--- src/rtl/mem_arbiter_if.sv ---
// Bundle of cache request/response and main-memory lines shared by mem_arbiter.
// slave = arbiter side, master = caches + memory side.
interface mem_arbiter_if #(
    parameter int ADDR_W = 16,
    parameter int DATA_W = 16
);
    logic              i_req;
    logic [ADDR_W-1:0] i_addr;
    logic              i_service;
    logic              i_data_valid;
    logic              d_req;
    logic [ADDR_W-1:0] d_addr;
    logic              d_wr_req;
    logic [DATA_W-1:0] d_wr_data;
    logic              d_service;
    logic              d_data_valid;
    logic              d_wr_ack;
    logic              mem_enable;
    logic              mem_wr;
    logic [ADDR_W-1:0] mem_addr;
    logic [DATA_W-1:0] mem_data_in;
    logic              mem_data_valid;

    modport slave (
        input  i_req, i_addr, d_req, d_addr, d_wr_req, d_wr_data, mem_data_valid,
        output i_service, i_data_valid, d_service, d_data_valid, d_wr_ack,
               mem_enable, mem_wr, mem_addr, mem_data_in
    );

    modport master (
        output i_req, i_addr, d_req, d_addr, d_wr_req, d_wr_data, mem_data_valid,
        input  i_service, i_data_valid, d_service, d_data_valid, d_wr_ack,
               mem_enable, mem_wr, mem_addr, mem_data_in
    );
endinterface

--- src/rtl/mem_arbiter.sv ---
// Shares one pipelined main memory between I-cache fills, D-cache fills and D-cache stores.
// Define ARB_ROUND_ROBIN_EN to alternate between the I and D groups under contention.
module mem_arbiter #(
    parameter int ADDR_W = 16,
    parameter int DATA_W = 16
) (
    input  logic         clk,
    input  logic         rst,
    mem_arbiter_if.slave bus
);
    typedef enum logic [1:0] {
        IDLE    = 2'd0,
        FILL_I  = 2'd1,
        FILL_D  = 2'd2,
        STORE_D = 2'd3
    } state_t;

    state_t state_reg;
    state_t state_next;
    logic   pick_i;

`ifdef ARB_ROUND_ROBIN_EN
    logic last_owner_reg;  // 0 = I-cache, 1 = D-cache

    always_ff @(posedge clk) begin
        if (!rst) begin
            last_owner_reg <= 1'b0;
        end else if (state_reg == IDLE && state_next != IDLE) begin
            last_owner_reg <= (state_next != FILL_I);
        end
    end

    assign pick_i = bus.i_req && (!(bus.d_req || bus.d_wr_req) || last_owner_reg);
`else
    assign pick_i = bus.i_req && !bus.d_req && !bus.d_wr_req;
`endif

    always_ff @(posedge clk) begin
        if (!rst) begin
            state_reg <= IDLE;
        end else begin
            state_reg <= state_next;
        end
    end

    // Grants are non-preemptive and always pass back through IDLE.
    always_comb begin
        state_next = state_reg;
        case (state_reg)
            IDLE: begin
                if (pick_i)            state_next = FILL_I;
                else if (bus.d_req)    state_next = FILL_D;
                else if (bus.d_wr_req) state_next = STORE_D;
                else                   state_next = IDLE;
            end
            FILL_I:  if (!bus.i_req) state_next = IDLE;
            FILL_D:  if (!bus.d_req) state_next = IDLE;
            STORE_D: state_next = IDLE;
            default: state_next = IDLE;
        endcase
    end

    always_comb begin
        bus.i_service    = 1'b0;
        bus.i_data_valid = 1'b0;
        bus.d_service    = 1'b0;
        bus.d_data_valid = 1'b0;
        bus.d_wr_ack     = 1'b0;
        bus.mem_enable   = 1'b0;
        bus.mem_wr       = 1'b0;
        bus.mem_addr     = {ADDR_W{1'b0}};
        bus.mem_data_in  = {DATA_W{1'b0}};
        case (state_reg)
            FILL_I: begin
                bus.i_service    = 1'b1;
                bus.i_data_valid = bus.mem_data_valid;
                bus.mem_enable   = 1'b1;
                bus.mem_addr     = bus.i_addr;
            end
            FILL_D: begin
                bus.d_service    = 1'b1;
                bus.d_data_valid = bus.mem_data_valid;
                bus.mem_enable   = 1'b1;
                bus.mem_addr     = bus.d_addr;
            end
            STORE_D: begin
                bus.d_wr_ack    = 1'b1;
                bus.mem_enable  = 1'b1;
                bus.mem_wr      = 1'b1;
                bus.mem_addr    = bus.d_addr;
                bus.mem_data_in = bus.d_wr_data;
            end
            default: ;
        endcase
    end
endmodule

--- src/flat_wrapper.sv ---
// flat-port wrapper written by rule: the top's interface ports become plain ports
module mem_arbiter_flat 
#(
    parameter int ADDR_W = 16,
    parameter int DATA_W = 16
)
  (clk, rst, bus_i_req, bus_i_addr, bus_d_req, bus_d_addr, bus_d_wr_req, bus_d_wr_data, bus_mem_data_valid, bus_i_service, bus_i_data_valid, bus_d_service, bus_d_data_valid, bus_d_wr_ack, bus_mem_enable, bus_mem_wr, bus_mem_addr, bus_mem_data_in);
  mem_arbiter_if #(.ADDR_W(ADDR_W), .DATA_W(DATA_W)) bus_i ();
  input  logic clk;
  input  logic rst;
  input wire logic [$bits(bus_i.i_req)-1:0] bus_i_req;
  input wire logic [$bits(bus_i.i_addr)-1:0] bus_i_addr;
  input wire logic [$bits(bus_i.d_req)-1:0] bus_d_req;
  input wire logic [$bits(bus_i.d_addr)-1:0] bus_d_addr;
  input wire logic [$bits(bus_i.d_wr_req)-1:0] bus_d_wr_req;
  input wire logic [$bits(bus_i.d_wr_data)-1:0] bus_d_wr_data;
  input wire logic [$bits(bus_i.mem_data_valid)-1:0] bus_mem_data_valid;
  output wire logic [$bits(bus_i.i_service)-1:0] bus_i_service;
  output wire logic [$bits(bus_i.i_data_valid)-1:0] bus_i_data_valid;
  output wire logic [$bits(bus_i.d_service)-1:0] bus_d_service;
  output wire logic [$bits(bus_i.d_data_valid)-1:0] bus_d_data_valid;
  output wire logic [$bits(bus_i.d_wr_ack)-1:0] bus_d_wr_ack;
  output wire logic [$bits(bus_i.mem_enable)-1:0] bus_mem_enable;
  output wire logic [$bits(bus_i.mem_wr)-1:0] bus_mem_wr;
  output wire logic [$bits(bus_i.mem_addr)-1:0] bus_mem_addr;
  output wire logic [$bits(bus_i.mem_data_in)-1:0] bus_mem_data_in;
  assign bus_i.i_req = bus_i_req;
  assign bus_i.i_addr = bus_i_addr;
  assign bus_i.d_req = bus_d_req;
  assign bus_i.d_addr = bus_d_addr;
  assign bus_i.d_wr_req = bus_d_wr_req;
  assign bus_i.d_wr_data = bus_d_wr_data;
  assign bus_i.mem_data_valid = bus_mem_data_valid;
  assign bus_i_service = bus_i.i_service;
  assign bus_i_data_valid = bus_i.i_data_valid;
  assign bus_d_service = bus_i.d_service;
  assign bus_d_data_valid = bus_i.d_data_valid;
  assign bus_d_wr_ack = bus_i.d_wr_ack;
  assign bus_mem_enable = bus_i.mem_enable;
  assign bus_mem_wr = bus_i.mem_wr;
  assign bus_mem_addr = bus_i.mem_addr;
  assign bus_mem_data_in = bus_i.mem_data_in;
  mem_arbiter #(.ADDR_W(ADDR_W), .DATA_W(DATA_W)) u_core (.clk(clk), .rst(rst), .bus(bus_i));
endmodule
--- config.mk ---
export PLATFORM = sky130hd
export DESIGN_NAME = mem_arbiter_flat
export DESIGN_NICKNAME = d
export VERILOG_FILES = /design/src/rtl/mem_arbiter_if.sv /design/src/rtl/mem_arbiter.sv /design/src/flat_wrapper.sv
export SDC_FILE = /design/constraint.sdc
export NUM_CORES = 1
export LEC_CHECK = 0
export BUFFER_PORTS_ARGS = -buffer_cell sky130_fd_sc_hd__buf_2
export CELL_PAD_IN_SITES_DETAIL_PLACEMENT = 2
export CELL_PAD_IN_SITES_GLOBAL_PLACEMENT = 2
export CORE_MARGIN = 2
export CORE_UTILIZATION = 10
export CTS_CLUSTER_SIZE = 12
export DETAILED_ROUTE_END_ITERATION = 8
export PLACE_DENSITY = 0.95
export SLEW_MARGIN = 5
export SYNTH_ARGS = -nofsm -noshare
export SYNTH_HDL_FRONTEND = slang
export SYNTH_SLANG_ARGS = --single-unit
export TNS_END_PERCENT = 30
--- constraint.sdc ---
create_clock -name clk -period 1.08 [get_ports clk]
set_clock_uncertainty 0.1 [all_clocks]
set_input_delay 0.108 -clock clk [delete_from_list [all_inputs] [get_ports clk]]
set_output_delay 0.108 -clock clk [all_outputs]
set_load 0.1 [all_outputs]
==> results of run 1 <==
-- cells by family after synthesis --
| kind of cell | after synthesis |
|---|---|
| AO/OA/AOI/OAI | 18 |
| buffers and inverters | 10 |
| flip-flops | 2 |
| AND/OR/NAND/NOR | 26 |
-- critical path: stages (launching register included) --
cell and delay [ns]:
sky130_fd_sc_hd__dfxtp_4 0.36, sky130_fd_sc_hd__nor2b_4 0.14, sky130_fd_sc_hd__buf_12 0.16, sky130_fd_sc_hd__a22o_2 0.18, sky130_fd_sc_hd__buf_12 0.17
-- how the worst max path moves through the flow --
stage	start	end
6_report	u_core.state_reg[1]	bus_mem_addr[11]
5_1_grt	u_core.state_reg[1]	bus_mem_addr[11]
4_1_cts	u_core.state_reg[1]	bus_mem_addr[11]
3_5_place_dp	u_core.state_reg[1]	bus_mem_addr[11]
3_3_place_gp	u_core.state_reg[1]	bus_mem_addr[14]
2_1_floorplan	u_core.state_reg[1]	bus_d_data_valid
-- through the flow --
| stage | hold WS (ns) | instances |
|---|---|---|
| global placement | 0.2545 | 202 |
| finish | 0.05883 | 206 |
| global route | 0.06488 | 206 |
| CTS | 0.06326 | 205 |
| detailed placement | 0.2772 | 202 |
| floorplan | 0.1305 | 56 |
-- per-layer routing --
| metal | track usage [%] | up-vias |
|---|---|---|
| met3 | 4.532 | 6 |
| met2 | 30.77 | 45 |
| met5 | 0 | - |
| met4 | 5.011 | 0 |
| met1 | 11.30 | 426 |
| li1 | - | 411 |
-- power by group --
part	internal, mW	total, mW	switching [mW]	leakage (nW)
Combinational	0.532	1.32	0.784	0.871
Sequential	0.0809	0.0898	0.00895	0.0175
Clock	0.235	0.284	0.0490	0.0216
Total	0.848	1.69	0.842	0.911
-- what timing repair did --
action / CTS / global route
setup buffers: 0 / 1
hold buffers: 0 / 0
endpoints found under the setup margin: 41 / 41
pin swaps: 0 / 0
resized for setup: 6 / 0
hold endpoints to repair: 0 / 0
-- cell type report --
type	instances	area [um^2]
Tap cell	50	62.56
Inverter	1	3.754
Fill cell	425	2221
Clock buffer	3	41.29
Multi-Input combinational cell	44	466.7
Sequential cell	2	45.04
Timing Repair Buffer	106	1189
-- cell usage in the layout, fill, tap and decap left out --
| cell | instances |
|---|---|
| sky130_fd_sc_hd__or2_4 | 1 |
| sky130_fd_sc_hd__clkbuf_8 | 3 |
| sky130_fd_sc_hd__nor2b_1 | 2 |
| sky130_fd_sc_hd__a21oi_1 | 1 |
| sky130_fd_sc_hd__inv_1 | 1 |
| sky130_fd_sc_hd__buf_12 | 42 |
| sky130_fd_sc_hd__a22o_2 | 5 |
| sky130_fd_sc_hd__and3_2 | 16 |
| sky130_fd_sc_hd__dfxtp_4 | 1 |
| sky130_fd_sc_hd__dfxtp_2 | 1 |
| sky130_fd_sc_hd__buf_4 | 11 |
| sky130_fd_sc_hd__a22o_4 | 11 |
| sky130_fd_sc_hd__nand2b_1 | 2 |
| sky130_fd_sc_hd__nor2b_4 | 2 |
| sky130_fd_sc_hd__o221a_2 | 1 |
| sky130_fd_sc_hd__and2_4 | 3 |
| sky130_fd_sc_hd__buf_2 | 53 |
==> implementation parameters, run 1 <==
Parameter                              Value

Logic synthesis
  Area share of fa/ha/maj cells after synthesis    0%
  Number of instances in the synthesized netlist    56
  Cell variety after synth    15
  Cell type with the largest total area after synthesis    sky130_fd_sc_hd__a22o_1
  Ys flop type    sky130_fd_sc_hd__dfxtp_1
  Share of synthesized cell area in and, or, nand and nor gates    39.05%
  Net count of the mapped netlist    110
  Syn Area/Cell    7.552 um^2
  Total of warnings raised by yosys    0
  Register bit total from synthesis    2
  Post-synth top area share    33.14%
  Area fraction in compound gates after synthesis    36.98%
  Synthesized-area fraction occupied by xor and xnor cells    0%
  List of most frequent post-synthesis cells    16 x sky130_fd_sc_hd__a22o_1, 16 x sky130_fd_sc_hd__and3_1, 4 x sky130_fd_sc_hd__clkbuf_1
  Leading post-synthesis cells by cell area    sky130_fd_sc_hd__a22o_1 33%, sky130_fd_sc_hd__and3_1 24%, sky130_fd_sc_hd__dfxtp_1 9.5%
  Share of synthesized registers carrying an async set or reset    0%
  Dominant combinational cell family by area after synthesis    simple AND/OR/NAND/NOR gates
  Post-synthesis sequential area ratio    9.467%
  Number of enable flip-flop cells after synthesis    0
  Multiplexer share of the synthesized area    0%
  Area of the mapped netlist    422.9 um^2

CTS
  TritonCTS clock tree    built
  Clock Sink Count    2
  Clock Latency Late Sink    0.20 ns
  Total CTS buffers    3
  Total number of H-tree levels    1
  Max Buffers Root-to-Sink    2
  Clock edge transition at the registers on the reported setup and hold paths    0.03 ns
  CTS Root Cell    sky130_fd_sc_hd__clkbuf_8

Timing
  Final Cycle Share    132.9%
  Tightest slew margin relative to the limit    92.39%
  Measured slew at the worst slew-check pin    0.1139 ns
  Count of final max-slew check failures    0
  Setup repair after global routing missed its margin    yes
  Final critical-path required period    1.436 ns
  Min setup slack post-route    -0.3559 ns
  Final sum of negative setup slack    -12.33 ns
  Achievable frequency    0.6964 GHz
  Hold Violations, Final    0
  Setup-failing EPs final    41

Run
  Reported max-cap violation count    0

Final layout
  Area Overhead vs Synth    327.5%
  Fraction of final layout cells with drive strength greater than 1    96.15%
  Number of nets in the layout    212
  Post-route standard cell area excluding fillers    1808 um^2
  Antenna Diode Count    0
  Utilization of the core after routing    44.88%
  Flip-flop count of the largest register after layout    2

Place
  Worst slack after detailed placement    -0.2182 ns
  Global placement routability congestion    0.7017
  Placed standard-cell area    1727 um^2
  Dpl hpwl    3132 um
  Port buffer count    92

Detailed routing
  Top layer reached by signal wires    met4
  DRC violations left    0
  Detailed Route Iter0 Violations    5
  Via count    888
  Met3 wire length    253 um
  Routed wire length    3316 um
  Final ANT Viol Nets    0
  Routed wire length on met2    2059 um
  First drt pass iteration count    3
  Vias per inst    4.311
  Metal1 wirelength    926 um
  Average wire per standard cell    16.10 um

Setup path
  Critical Path Fanout Max    15
  Worst setup EP type    output port
  Reg2Reg Setup Slack    -0.04 ns
  Logic depth of the worst register-to-register path    4
  Worst path required time    0.87 ns
  Endpoint of the worst register-to-register path    u_core.state_reg[0]
  RR Startpoint    u_core.state_reg[1]
  Startpoint Class    flip-flop
  Setup Crit Path Kind    reg -> out
  Crit path arrival time    1.23 ns

Pwr
  IR Drop Worst-Case VDD    423.3 uV
  Overall Power    1.690 mW
  Power per Cell Area    934.8 nW/um^2
  Leak    0.9106 nW

Floorplan
  Die area    4765 um^2
  Std cell rows    23
  Chip height    69.03 um
  Core region area    4029 um^2
  Top Ports    93
  Starting utilization of the core area    10.50%
  Chip width    69.03 um

Global routing
  Tot GR Track Use    14.23%
  Global route total overflow    0
  Pin count of the biggest net entering global routing    16
  Number of antenna violations at the first check in global routing    0
  Number of global-route vias before repair    1105
  Global-route wire length before repair    5444 um

Worst hold path
  Tightest Hold Check Type    in -> reg
  Hold path endpoint    u_core.state_reg[1]
  Number of cells on the worst hold path    3
  Startpoint of the tightest hold check path    rst

Status
  Run status    finished, violations left
  Failing checks    negative setup slack
Power figures use the tool's default switching activity.
==> inputs of run 2 (changes only) <==
--- a/config.mk
+++ b/config.mk
@@ -5,7 +5,7 @@
 export SDC_FILE = /design/constraint.sdc
 export NUM_CORES = 1
 export LEC_CHECK = 0
-export BUFFER_PORTS_ARGS = -buffer_cell sky130_fd_sc_hd__buf_2
+export BUFFER_PORTS_ARGS = -buffer_cell sky130_fd_sc_hd__clkbuf_2
 export CELL_PAD_IN_SITES_DETAIL_PLACEMENT = 2
 export CELL_PAD_IN_SITES_GLOBAL_PLACEMENT = 2
 export CORE_MARGIN = 2
@@ -13,6 +13,7 @@
 export CTS_CLUSTER_SIZE = 12
 export DETAILED_ROUTE_END_ITERATION = 8
 export PLACE_DENSITY = 0.95
+export SKIP_CTS_REPAIR_TIMING = 1
 export SLEW_MARGIN = 5
 export SYNTH_ARGS = -nofsm -noshare
 export SYNTH_HDL_FRONTEND = slang
==> run 2 against run 1 <==
Net effect: die area unchanged; the flow still finishes with violations (negative setup slack); power up 1.0%; global-route usage fell by 0.12 points.
==> implementation parameters, run 2 (synthesized netlist as in run 1, its figures left out) <==
Parameter                              Value

Timing
  Achievable frequency    0.6850 GHz
  Min setup slack post-route    -0.3798 ns
  Measured slew at the worst slew-check pin    0.1215 ns
  Setup repair after global routing missed its margin    yes
  Count of final max-slew check failures    0
  Hold slack final    0.06612 ns
  Hold Violations, Final    0
  Final Cycle Share    135.2%
  Tightest slew margin relative to the limit    91.89%
  Final critical-path required period    1.460 ns
  Setup-failing EPs final    41

Place
  Global placement routability congestion    0.7046
  Worst slack after detailed placement    -0.2257 ns
  Placed standard-cell area    1727 um^2
  Dpl hpwl    2948 um
  Port buffer count    92

Setup path
  Setup Crit Path Kind    reg -> out
  Crit path arrival time    1.25 ns
  Slowest cell on the critical path    sky130_fd_sc_hd__dfxtp_4
  Startpoint Class    flip-flop
  Worst setup path endpoint    bus_mem_addr[9]
  Cell type group with the largest total delay on the critical path    flip-flops
  Sum of buffers and inverters on the critical path    2
  RR Startpoint    u_core.state_reg[1]
  Logic depth of the worst register-to-register path    4
  Critical Path Fanout Max    15
  Crit. Startpoint    u_core.state_reg[1]
  Worst setup EP type    output port
  Worst path depth    4
  Endpoint of the worst register-to-register path    u_core.state_reg[1]
  List of cells traversed by the critical path    nor2b_4 > buf_12 > a22o_2 > buf_12
  Worst path required time    0.87 ns
  Most Frequent Cell on Critical Path    sky130_fd_sc_hd__buf_12
  Reg2Reg Setup Slack    -0.06 ns
  Delay contributed by the slowest stage of the critical path    0.36 ns

Detailed routing
  Detailed Route Iter0 Violations    9
  DRC violations left    0
  Average wire per standard cell    16.37 um
  First drt pass iteration count    2
  Vias per inst    4.204
  Via count    866
  Routed wire length    3373 um
  Final ANT Viol Nets    0

Floorplan
  Starting utilization of the core area    10.50%
  Chip width    69.03 um
  Core region area    4029 um^2
  Chip height    69.03 um
  Std cell rows    23
  Top Ports    93
  Die area    4765 um^2

Final layout
  Antenna Diode Count    0
  Number of nets in the layout    212
  Fraction of final layout cells with drive strength greater than 1    96.79%
  Most frequent standard cell in the layout excluding fill and tap cells    sky130_fd_sc_hd__clkbuf_2
  Post-route standard cell area excluding fillers    1809 um^2
  Area Overhead vs Synth    327.8%
  Flip-flop count of the largest register after layout    2
  Commonest non-fill, non-tap cells in the layout    53 x sky130_fd_sc_hd__clkbuf_2, 42 x sky130_fd_sc_hd__buf_12, 16 x sky130_fd_sc_hd__and3_2, 11 x sky130_fd_sc_hd__a22o_4, 11 x sky130_fd_sc_hd__buf_4

Pwr
  Power per Cell Area    943.6 nW/um^2
  Leak    0.9222 nW
  Overall Power    1.707 mW
  IR Drop Worst-Case VDD    436.9 uV

CTS
  TritonCTS clock tree    built
  Clock Sink Count    2
  Total CTS buffers    3
  Clock edge transition at the registers on the reported setup and hold paths    0.03 ns
  Max Buffers Root-to-Sink    2
  Clock Latency Late Sink    0.21 ns
  CTS Root Cell    sky130_fd_sc_hd__clkbuf_8
  Total number of H-tree levels    1

Status
  Run status    finished, violations left
  Failing checks    negative setup slack

Global routing
  Pin count of the biggest net entering global routing    16
  Tot GR Track Use    14.10%
  Global route total overflow    0
  Number of antenna violations at the first check in global routing    0
  Global-route wire length before repair    5237 um
  Number of global-route vias before repair    1025

Worst hold path
  Tightest Hold Check Type    in -> reg

Run
  Reported max-cap violation count    0
-- run 2: cell count changes in the layout (fill, tap and decap cells not counted) --
cell	before	now
sky130_fd_sc_hd__or2_2	0	1
sky130_fd_sc_hd__a21oi_2	0	1
sky130_fd_sc_hd__clkbuf_2	0	53
sky130_fd_sc_hd__a21oi_1	1	0
sky130_fd_sc_hd__or2_4	1	0
sky130_fd_sc_hd__buf_2	53	0
-- run 2: worst reg2reg max path, cell delays in order, from the launching register on --
cell                       delay (ns)
sky130_fd_sc_hd__dfxtp_4         0.36
sky130_fd_sc_hd__buf_4           0.17
sky130_fd_sc_hd__buf_4           0.14
sky130_fd_sc_hd__nand2b_1        0.16
sky130_fd_sc_hd__a21oi_2         0.14
-- run 2: worst min path at each step --
stage / slack [ns] / depth (start not counted) / end / startpoint
final: 0.07 / 3 / u_core.state_reg[1] / rst
after global placement: 0.24 / 3 / u_core.state_reg[1] / rst
after detailed placement: 0.27 / 3 / u_core.state_reg[1] / bus_d_req
after floorplan: 0.13 / 2 / u_core.state_reg[1] / rst
after CTS: 0.06 / 3 / u_core.state_reg[1] / rst
after global routing: 0.08 / 3 / u_core.state_reg[1] / rst
-- run 2: where the power goes --
| part | internal [mW] | switching (mW) | total (mW) |
|---|---|---|---|
| clock network | 0.236 | 0.0634 | 0.299 |
| registers | 0.0809 | 0.00937 | 0.0903 |
| logic | 0.531 | 0.787 | 1.32 |
| total | 0.848 | 0.860 | 1.71 |
-- run 2: routing by layer --
layer | vias to the layer above | part of all wire (%) | global-route usage [%]
met5 | - | 0 | 0
met4 | 0 | 1.5 | 5.229
met3 | 5 | 5.9 | 3.216
met2 | 44 | 63 | 30.34
met1 | 406 | 29 | 12.00
li1 | 411 | - | -
-- run 2: layout make-up --
class | instances | area [um^2]
clock buffers | 3 | 41.29
repair buffers | 106 | 1189
multi-input cells | 44 | 467.9
fillers | 426 | 2220
inverters | 1 | 3.754
well taps | 50 | 62.56
flip-flops and latches | 2 | 45.04
-- run 2: stage by stage --
step / cells / TNS (ns) / utilization, %
2_1_floorplan: 56 / -10.60 / -
3_3_place_gp: 202 / -4.875 / 42.86
3_5_place_dp: 202 / -5.308 / 42.86
4_1_cts: 205 / -14.38 / 43.88
5_1_grt: 206 / -14.91 / 44.91
6_report: 206 / -12.89 / 44.91
